$ cat config.mk
export PLATFORM = sky130hd
export DESIGN_NAME = descramble_n
export DESIGN_NICKNAME = d
export VERILOG_FILES = /design/src/rtl/pcs_pkg.sv /design/src/rtl/descramble_step.sv /design/src/rtl/descramble_n.sv
export SDC_FILE = /design/constraint.sdc
export NUM_CORES = 1
export LEC_CHECK = 0
export CAP_MARGIN = 25
export CORE_UTILIZATION = 45
export DETAILED_ROUTE_END_ITERATION = 7
export PLACE_DENSITY = 0.75
export RECOVER_POWER = 25
export SETUP_SLACK_MARGIN = 0.5
export SLEW_MARGIN = 20
export SYNTH_ARGS = -nofsm -noshare
export SYNTH_HDL_FRONTEND = slang
export SYNTH_SLANG_ARGS = --single-unit
$ cat constraint.sdc
create_clock -name clk -period 2.8 [get_ports clk]
set_input_delay 0.42 -clock clk [delete_from_list [all_inputs] [get_ports clk]]
set_output_delay 0.42 -clock clk [all_outputs]
set_load 0.05 [all_outputs]
$ cat src/rtl/pcs_pkg.sv
// ============================================================================
// Package : pcs_pkg
// Brief   : Shared 100BASE-X PCS cipher taps, lock states and timeout defaults.
// Rev     : 1.0
// ============================================================================
`default_nettype none

package pcs_pkg;

   // x^11 + x^9 + 1 cipher
   localparam int c_lfsr_w = 11;
   localparam int c_tap_hi = 10;
   localparam int c_tap_lo = 8;

   localparam int c_unlock_cycles       = 45125;
   localparam int c_jumbo_unlock_cycles = 76000;
   localparam int c_test_unlock_cycles  = 625;

   typedef enum logic [0:0] {
      UNLOCKED = 1'b0,
      LOCKED   = 1'b1
   } lock_state_t;

endpackage

`default_nettype wire

$ cat src/rtl/descramble_step.sv
// ============================================================================
// Module : descramble_step
// Brief  : One serial descrambler step: key, output bit and next cipher state.
// Rev    : 1.0
// ============================================================================
`default_nettype none

module descramble_step
   import pcs_pkg::*;
(
   input  logic [c_lfsr_w-1:0] lfsr,
   input  logic                b,
   input  logic                locked,
   output logic [c_lfsr_w-1:0] lfsr_next,
   output logic                out,
   output logic                k
);

   assign k         = lfsr[c_tap_hi] ^ lfsr[c_tap_lo];
   assign out       = b ^ k;
   // While training, ~b recovers the cipher bit from an idle (all-ones) stream
   assign lfsr_next = {lfsr[c_lfsr_w-2:0], (locked ? k : ~b)};

endmodule

`default_nettype wire

$ cat src/rtl/descramble_n.sv
// ============================================================================
// Module : descramble_n
// Brief  : WIDTH-bit-per-beat 100BASE-X receive descrambler with idle lock.
// Rev    : 1.0
// ============================================================================
`default_nettype none

module descramble_n
   import pcs_pkg::*;
#(
   parameter int WIDTH               = 2,
   parameter int IDLE_LOCK           = 29,
   parameter int UNLOCK_CYCLES       = c_unlock_cycles,
   parameter int JUMBO_UNLOCK_CYCLES = c_jumbo_unlock_cycles,
   parameter int TEST_UNLOCK_CYCLES  = c_test_unlock_cycles
)(
   input  logic                         clk,
   input  logic                         rst_n,
   input  logic [WIDTH-1:0]             scrambled,
   input  logic [$clog2(WIDTH+1)-1:0]   scrambled_valid,
   input  logic                         signal_status,
   input  logic                         test_mode,
   input  logic                         jumbo_mode,
   input  logic                         force_relock,
   output logic                         locked,
   output logic [WIDTH-1:0]             descrambled,
   output logic [$clog2(WIDTH+1)-1:0]   descrambled_valid,
   output logic [7:0]                   lock_lost_count
);

   localparam int c_valid_w = $clog2(WIDTH+1);
   localparam int c_max_a   = (UNLOCK_CYCLES > JUMBO_UNLOCK_CYCLES) ? UNLOCK_CYCLES
                                                                    : JUMBO_UNLOCK_CYCLES;
   localparam int c_max_to  = (c_max_a > TEST_UNLOCK_CYCLES) ? c_max_a : TEST_UNLOCK_CYCLES;
   localparam int c_timer_w = $clog2(c_max_to + 1);

   logic [c_lfsr_w-1:0]  r_lfsr;
   logic [5:0]           r_run;
   logic                 r_relock;
   lock_state_t          r_state, w_state_nx;
   logic [c_timer_w-1:0] r_timer, w_timer_nx, w_timeout;
   logic [7:0]           r_lost;
   logic                 w_lost_inc;
   logic [WIDTH-1:0]     r_desc, w_desc;
   logic [c_valid_w-1:0] r_dvalid, w_nvalid;
   logic                 w_locked;

   logic [c_lfsr_w-1:0]  w_lfsr_chain [0:WIDTH];
   logic [5:0]           w_run_chain  [0:WIDTH];
   logic [WIDTH:0]       w_evt_chain;

   assign w_locked = (r_state == LOCKED);
   assign w_nvalid = (scrambled_valid > c_valid_w'(WIDTH)) ? c_valid_w'(WIDTH) : scrambled_valid;

   assign w_lfsr_chain[0] = r_lfsr;
   assign w_run_chain[0]  = r_run;
   assign w_evt_chain[0]  = 1'b0;

   // Oldest bit (MSB) is processed first; invalid positions pass state through
   generate
      for (genvar i = 0; i < WIDTH; i++) begin : g_step
         logic                w_b, w_vld, w_out, w_k;
         logic [c_lfsr_w-1:0] w_lfsr_nx;

         assign w_b   = scrambled[WIDTH-1-i];
         assign w_vld = (c_valid_w'(i) < w_nvalid);

         descramble_step u_step (
            .lfsr      (w_lfsr_chain[i]),
            .b         (w_b),
            .locked    (w_locked),
            .lfsr_next (w_lfsr_nx),
            .out       (w_out),
            .k         (w_k)
         );

         assign w_desc[WIDTH-1-i] = w_b ^ w_k;
         assign w_lfsr_chain[i+1] = w_vld ? w_lfsr_nx : w_lfsr_chain[i];
         assign w_run_chain[i+1]  = !w_vld ? w_run_chain[i] :
                                    !w_out ? 6'd0 :
                                    (w_run_chain[i] == 6'(IDLE_LOCK)) ? w_run_chain[i]
                                                                     : w_run_chain[i] + 6'd1;
         assign w_evt_chain[i+1]  = w_evt_chain[i] |
                                    (w_vld & w_out & (w_run_chain[i+1] == 6'(IDLE_LOCK)));
      end
   endgenerate

   always_ff @(posedge clk or negedge rst_n) begin
      if (!rst_n) begin
         r_lfsr   <= '0;
         r_run    <= '0;
         r_relock <= 1'b0;
         r_desc   <= '0;
         r_dvalid <= '0;
      end else begin
         r_desc <= w_desc;
         if (!signal_status) begin
            r_lfsr   <= '0;
            r_run    <= '0;
            r_relock <= 1'b0;
            r_dvalid <= '0;
         end else begin
            r_lfsr   <= w_lfsr_chain[WIDTH];
            r_dvalid <= scrambled_valid;
            if (force_relock) begin
               r_run    <= '0;
               r_relock <= 1'b0;
            end else begin
               r_run    <= w_run_chain[WIDTH];
               r_relock <= w_evt_chain[WIDTH];
            end
         end
      end
   end

   assign w_timeout = test_mode  ? c_timer_w'(TEST_UNLOCK_CYCLES)  :
                      jumbo_mode ? c_timer_w'(JUMBO_UNLOCK_CYCLES) :
                                   c_timer_w'(UNLOCK_CYCLES);

   always_comb begin
      w_state_nx = r_state;
      w_timer_nx = r_timer;
      w_lost_inc = 1'b0;
      if (!signal_status) begin
         w_state_nx = UNLOCKED;
         w_timer_nx = '0;
      end else if (force_relock) begin
         w_state_nx = UNLOCKED;
         w_lost_inc = w_locked;
      end else begin
         case (r_state)
            UNLOCKED: begin
               if (r_relock) begin
                  w_state_nx = LOCKED;
                  w_timer_nx = w_timeout;
               end
            end
            LOCKED: begin
               if (r_relock) begin
                  w_timer_nx = w_timeout;
               end else if (r_timer == '0) begin
                  w_state_nx = UNLOCKED;
                  w_lost_inc = 1'b1;
               end else begin
                  w_timer_nx = r_timer - c_timer_w'(1);
               end
            end
            default: w_state_nx = UNLOCKED;
         endcase
      end
   end

   always_ff @(posedge clk or negedge rst_n) begin
      if (!rst_n) begin
         r_state <= UNLOCKED;
         r_timer <= '0;
         r_lost  <= '0;
      end else begin
         r_state <= w_state_nx;
         r_timer <= w_timer_nx;
         if (w_lost_inc && (r_lost != 8'hFF)) begin
            r_lost <= r_lost + 8'd1;
         end
      end
   end

   assign locked            = w_locked;
   assign descrambled       = r_desc;
   assign descrambled_valid = r_dvalid;
   assign lock_lost_count   = r_lost;

endmodule

`default_nettype wire

==> impl_metrics.tcl, run 1 <==
set metrics [dict create \
    grt_usage 0.234 \
    diodes 0 \
    syn_nets 357 \
    syn2layout_area_growth_pct 40.9 \
    total_leakage_power_uw 0.00197 \
    dp_slack_ns -0.457 \
    cts_root_buf "clkbuf_8" \
    cts_tree "done" \
    crit_family "simple AND/OR/NAND/NOR gates" \
    yosys_warnings 0 \
    grt_pass1_vias 2852 \
    holdWs_ns 0.203 \
    status "complete, but fails checks" \
    async_flop_share 1.00 \
    worstMarginPinSlew_ns 1.39 \
    detailed_place_hpwl_microns 5400 \
    core_sq_um 6460 \
    n_fill_cell 505 \
    ant_nets 0 \
    drive_gt1_frac 0.348 \
    io_pins 23 \
    cp_slowest_cell "or4_4" \
    rows 29 \
    synthCells 341 \
    drtIter0Drc 205 \
    insertion_delay_ns 0.31 \
    cts_buffers 5 \
    die_area_sq_um 7140 \
    h-tree-depth 2 \
    layout_setup_ws_ns -0.0436 \
    worstPathArrival_ns 3.10 \
    yosys_most_used_dff "dfrtp_1" \
    ir_worst_vdd_mv 0.299 \
    slew_violations 0 \
    max_clock_freq_mhz 352 \
    worstPathCellList "inv_2 -> ha_4 -> or4b_4 -> or4_4 -> buf_6 -> o31ai_4 -> a21o_1 -> buf_6 -> buf_8 -> o21ai_1 -> o21ai_1 -> and2_1" \
    timing.rr.start "r_timer[0]$_DFFE_PN0P_" \
    port_buffers 22 \
    maxSlewHeadroom 0.0738 \
    violations "DRC, setup timing" \
    rr_worst_depth 12 \
    crit_start "r_timer[0]$_DFFE_PN0P_" \
    clk_pin_slew_ns 0.09 \
    firstDrtPassIters 6 \
    grt-ovfl-total 0 \
    die_h_microns 84.5 \
    hold_viol 0 \
    wl_per_cell_microns 17.2 \
    grt_pass1_wl_microns 13400 \
    worst-path-buf-inv 4 \
    die_w_microns 84.5 \
    clock_skew_ns 0.00927 \
    max_stage_delay_ns 0.55 \
    path_max_fanout 6 \
    synth_area_sq_um 3060 \
    gp_congestion 0.896 \
    fin_crit_ns 2.84 \
    synthDistinctLibCells 62 \
    ys_ff_latch 48 \
    r2r_end "r_timer[16]$_DFFE_PN0P_" \
    rsz0062_at_grt "true" \
    via_count 3026 \
    synth_edf_count 0 \
    ys_seq_area_frac 0.392 \
    path_class "reg -> reg" \
    final-setup-viol-count 1 \
    grt_antenna_before_repair 0 \
    final-seq-area_sq_um 1200 \
    drc 2 \
    wirelength_microns 8700 \
    worstSetupStartpointType "flip-flop" \
    clockBufferDepth 2 \
    start_util 0.474 \
    multi_input_area_sq_um 2050 \
    nNetsFinal 444 \
    cap_violations 0 \
    fin_crit_sh 1.02 \
    critPathRequiredTime_ns 3.05 \
    grt_max_degree 33 \
    power.density_nw_per_um2 339 \
    cts_num_sinks 48 \
    end_kind "flip-flop" \
    vias_per_cell 5.99 \
    reg2reg_slack_ns -0.04 \
    syn_area_per_cell_sq_um 8.98 \
    hp-class "in -> async" \
]
## state kept, by name (all words and copies together) (netlist names)
register and count:
r_relock 1, r_lfsr 11, locked 1, r_timer 17, descrambled 2, r_run 6, lock_lost_count 8, descrambled_valid 2
## cell usage after synthesis (5+ instances only)
| cell type | count | area [sq um] |
|---|---|---|
| nand2_1 | 36 | 135 |
| xnor2_1 | 11 | 96.3 |
| ha_1 | 6 | 75.1 |
| or4_1 | 5 | 37.5 |
| and2_1 | 5 | 31.3 |
| mux2i_1 | 11 | 110 |
| dfrtp_1 | 48 | 1200 |
| or3_1 | 5 | 31.3 |
| nor3_1 | 11 | 55.1 |
| nand4_1 | 8 | 50.1 |
| nand3_1 | 5 | 25.0 |
| a21oi_1 | 22 | 110 |
| nor2_1 | 27 | 101 |
| o21ai_1 | 10 | 50.1 |
| o211a_1 | 11 | 110 |
| clkbuf_1 | 9 | 33.8 |
| inv_1 | 10 | 37.5 |
| nor2b_1 | 8 | 50.1 |
| o21ai_0 | 16 | 80.1 |
## through the flow
stage	instances	total power [uW]	area, sq um	utilization	TNS (ns)
2_1_floorplan	341	900	3150	-	-0.0897
3_3_place_gp	464	1010	3670	0.569	-1.26
3_5_place_dp	465	1010	3690	0.572	-1.38
4_1_cts	497	1450	4060	0.629	0
5_1_grt	505	1530	4320	0.668	-0.457
6_report	505	1460	4320	0.668	-0.0436
## where the power goes
part	internal (uW)	switching (uW)	total, uW
sequential	712	15.9	728
combinational	149	173	323
clock	171	241	412
total	1030	431	1460
## layer usage
metal	vias to the layer above	GRT usage	wire [microns]
met3	16	0.0452	348
met1	1501	0.308	3760
met5	-	0	0
li1	1420	-	-
met4	0	0.0755	119
met2	89	0.389	4470
## worst max-delay path by stage
stage / to / cells past startpoint
after floorplan: r_relock$_DFF_PN0_ / 8
after global placement: r_relock$_DFF_PN0_ / 9
after detailed placement: r_relock$_DFF_PN0_ / 9
after CTS: r_timer[16]$_DFFE_PN0P_ / 12
after global routing: r_timer[16]$_DFFE_PN0P_ / 12
final: r_timer[16]$_DFFE_PN0P_ / 12
## final cells by class
type                            instances  share of cell area
Multi-Input combinational cell        265               0.476
Sequential cell                        48               0.279
Timing Repair Buffer                   96               0.195
Clock inverter                          1             0.00116
Inverter                               12              0.0110
Clock buffer                            6              0.0168
Tap cell                               77              0.0223
## cells by family (layout without fill, tap and decap cells)
| group | after synthesis | count (layout) | synth area share |
|---|---|---|---|
| and+or+nand+nor | 134 | 134 | 0.237 |
| AOI/OAI and AO/OA | 98 | 99 | 0.219 |
| DFF | 48 | 48 | 0.392 |
| buffers and inverters | 29 | 115 | 0.0417 |
| xor gates and xnor gates | 13 | 13 | 0.0425 |
| muxes | 13 | 13 | 0.0433 |
| adders and majority gates | 6 | 6 | 0.0245 |
## timing repair
action / 4_1_cts / 5_1_grt
pin swaps: 19 / 33
setup buffers: 25 / 7
resized for setup: 34 / 46
cloned: 0 / 1
hold endpoints to repair: 0 / 0
hold buffers: 0 / 0
setup endpoints to repair: 33 / 33
## layout by cell type (no fill, tap or decap), drive strengths merged, types with 3 or more instances in the layout
| cell | count |
|---|---|
| a211oi | 5 |
| a21boi | 3 |
| a21o | 4 |
| a21oi | 23 |
| a22oi | 4 |
| a31oi | 4 |
| and2 | 5 |
| buf | 73 |
| clkbuf | 7 |
| clkdlybuf4s50 | 18 |
| dfrtp | 48 |
| dlygate4sd2 | 3 |
| ha | 6 |
| inv | 11 |
| mux2i | 11 |
| nand2 | 36 |
| nand3 | 5 |
| nand4 | 8 |
| nor2 | 29 |
| nor2b | 8 |
| nor3 | 11 |
| o211a | 11 |
| o21a | 4 |
| o21ai | 26 |
| o31ai | 5 |
| or2 | 5 |
| or3 | 5 |
| or4 | 5 |
| xnor2 | 11 |
No activity file was read; power rests on OpenSTA's default activity.
==> run 2: changes to the inputs <==
--- a/config.mk
+++ b/config.mk
@@ -6,6 +6,7 @@
 export NUM_CORES = 1
 export LEC_CHECK = 0
 export CAP_MARGIN = 25
+export CORE_MARGIN = 2
 export CORE_UTILIZATION = 45
 export DETAILED_ROUTE_END_ITERATION = 7
 export PLACE_DENSITY = 0.75
==> run 2 against run 1 <==
The run now ends clean. Via count fell by 1.2%. Worst hold slack improved by 0.19 ns. Register-to-register slack improved by 0.10 ns. Clock skew fell by 0.0023 ns. Final area rose by 1.9%. Sequential cell count did not move. Sequential power barely moved. Count of clock-buffer cells in the layout rose by 1. Setup slack improved by 0.10 ns. Clock power rose by 9.7%. Wire length fell by 3.3%. Largest power group unchanged.
==> impl_metrics.tcl, run 2 (synthesized netlist as in run 1, its figures left out) <==
set metrics [dict create \
    status "completed" \
    cts_tree "done" \
    layout_common_cells "buf_4 (58), dfrtp_1 (47), nand2_1 (33)" \
    worstPathCellList "xor3_2 -> nor2_4 -> nor4_4 -> ha_2 -> or4bb_1 -> a21oi_1 -> or4b_4 -> o31ai_2" \
    end_kind "flip-flop" \
    worstMarginPinSlew_ns 1.33 \
    grt_util_met3 0.0314 \
    grt_antenna_before_repair 0 \
    path_class "reg -> reg" \
    grt_usage 0.221 \
    grt_max_degree 26 \
    grt-ovfl-total 0 \
    via_count 2991 \
    multi_input_area_sq_um 2070 \
    worstSetupStartpointType "flip-flop" \
    detailed_place_hpwl_microns 5200 \
    core_sq_um 6680 \
    die_w_microns 86.5 \
    stdcell_count 513 \
    power.density_nw_per_um2 342 \
    max_stage_delay_ns 0.47 \
    cts_root_buf "clkbuf_8" \
    fin_crit_ns 2.74 \
    final-setup-viol-count 0 \
    h-tree-depth 2 \
    die_area_sq_um 7480 \
    vias_per_cell 5.83 \
    final_core_util 0.658 \
    cap_violations 0 \
    wl_per_cell_microns 16.4 \
    firstDrtPassIters 4 \
    holdWs_ns 0.392 \
    use_met1 0.296 \
    nNetsFinal 449 \
    hp-class "in -> async" \
    timing.rr.start "r_lfsr[10]$_DFF_PN0_" \
    layout_commonest_cell "buf_4" \
    total_power_uw 1500 \
    cts_buffers 5 \
    port_buffers 22 \
    rows 30 \
    grt_pass1_vias 2851 \
    n_fill_cell 490 \
    die_h_microns 86.5 \
    grt-busiest-layer "met2" \
    io_pins 23 \
    maxSlewHeadroom 0.113 \
    gp_congestion 0.975 \
    largest_reg_flops 17 \
    largest-register "r_timer" \
    crit_family "simple AND/OR/NAND/NOR gates" \
    drc 0 \
    cts_num_sinks 48 \
    diodes 0 \
    total_leakage_power_uw 0.00200 \
    ir_worst_vdd_mv 0.218 \
    hold_viol 0 \
    clk_pin_slew_ns 0.09 \
    drtIter0Drc 138 \
    max_clock_freq_mhz 365 \
    insertion_delay_ns 0.30 \
    critPathRequiredTime_ns 3.01 \
    crit_start "r_lfsr[10]$_DFF_PN0_" \
    fin_crit_sh 0.978 \
    path_max_fanout 3 \
    clockBufferDepth 2 \
    rsz0062_at_grt "true" \
    worst-path-buf-inv 0 \
    syn2layout_area_growth_pct 43.6 \
    slew_violations 0 \
    cp_slowest_cell "xor3_2" \
    cts_hold_buffers 0 \
    grtUsageMet2 0.364 \
    rr_worst_depth 8 \
    start_util 0.458 \
    drive_gt1_frac 0.370 \
    worstPathArrival_ns 2.95 \
    dp_cells 468 \
    wirelength_microns 8420 \
    final-seq-area_sq_um 1200 \
    clock_skew_ns 0.00701 \
    ant_nets 0 \
    reg2reg_slack_ns 0.06 \
    grt_pass1_wl_microns 13300 \
    r2r_end "r_relock$_DFF_PN0_" \
]
run 2: layout make-up:
type | instances | share of cell area
clock buffer | 7 | 0.0219
inverter | 12 | 0.0108
multi-input combinational | 265 | 0.471
sequential | 48 | 0.273
tap | 80 | 0.0228
timing repair buffer | 101 | 0.200
run 2: metal layers:
layer | part of all wire | routed length (microns) | up-vias
li1 | - | - | 1427
met1 | 0.44 | 3680 | 1454
met2 | 0.49 | 4150 | 90
met3 | 0.041 | 342 | 20
met4 | 0.029 | 244 | 0
met5 | 0 | 0 | -
run 2: worst max-delay path by stage:
stage | cells after the start | end | slack, ns
floorplan | 8 | r_relock$_DFF_PN0_ | -0.09
global placement | 10 | r_relock$_DFF_PN0_ | -0.42
detailed placement | 10 | r_relock$_DFF_PN0_ | -0.46
CTS | 10 | r_relock$_DFF_PN0_ | 0.09
global route | 8 | r_relock$_DFF_PN0_ | -0.08
finish | 8 | r_relock$_DFF_PN0_ | 0.06
run 2: through the flow:
step	setup slack, ns	setup TNS [ns]	cell area [sq um]
2_1_floorplan	-0.0897	-0.0897	3150
3_3_place_gp	-0.424	-1.20	3670
3_5_place_dp	-0.456	-1.37	3670
4_1_cts	0.0900	0	4140
5_1_grt	-0.0798	-0.120	4400
6_report	0.0607	0	4400
run 2: worst reg2reg max path, stage by stage (launching register included):
cell and delay, ns:
dfrtp_1 0.39, xor3_2 0.47, nor2_4 0.06, nor4_4 0.30, ha_2 0.24, or4bb_1 0.43
a21oi_1 0.13, or4b_4 0.46, o31ai_2 0.18
run 2: what timing repair did:
action / in CTS / in global routing
pin swaps: 40 / 24
gates resized for setup: 37 / 48
setup buffers: 30 / 7
endpoints found under the hold margin: 0 / 0
gates cloned: 1 / 0
setup endpoints to repair: 33 / 33
run 2: report_power, final:
group | leakage (uW) | internal (uW) | switching [uW]
logic | 0.00130 | 151 | 175
clock network | 0.0000503 | 221 | 231
registers | 0.000653 | 712 | 14.6
==> run 3: changes to the inputs <==
--- a/config.mk
+++ b/config.mk
@@ -6,7 +6,6 @@
 export NUM_CORES = 1
 export LEC_CHECK = 0
 export CAP_MARGIN = 25
-export CORE_MARGIN = 2
 export CORE_UTILIZATION = 45
 export DETAILED_ROUTE_END_ITERATION = 7
 export PLACE_DENSITY = 0.75
==> results of run 3 <==
Final layout, timing and power as in run 1 (identical DEF).
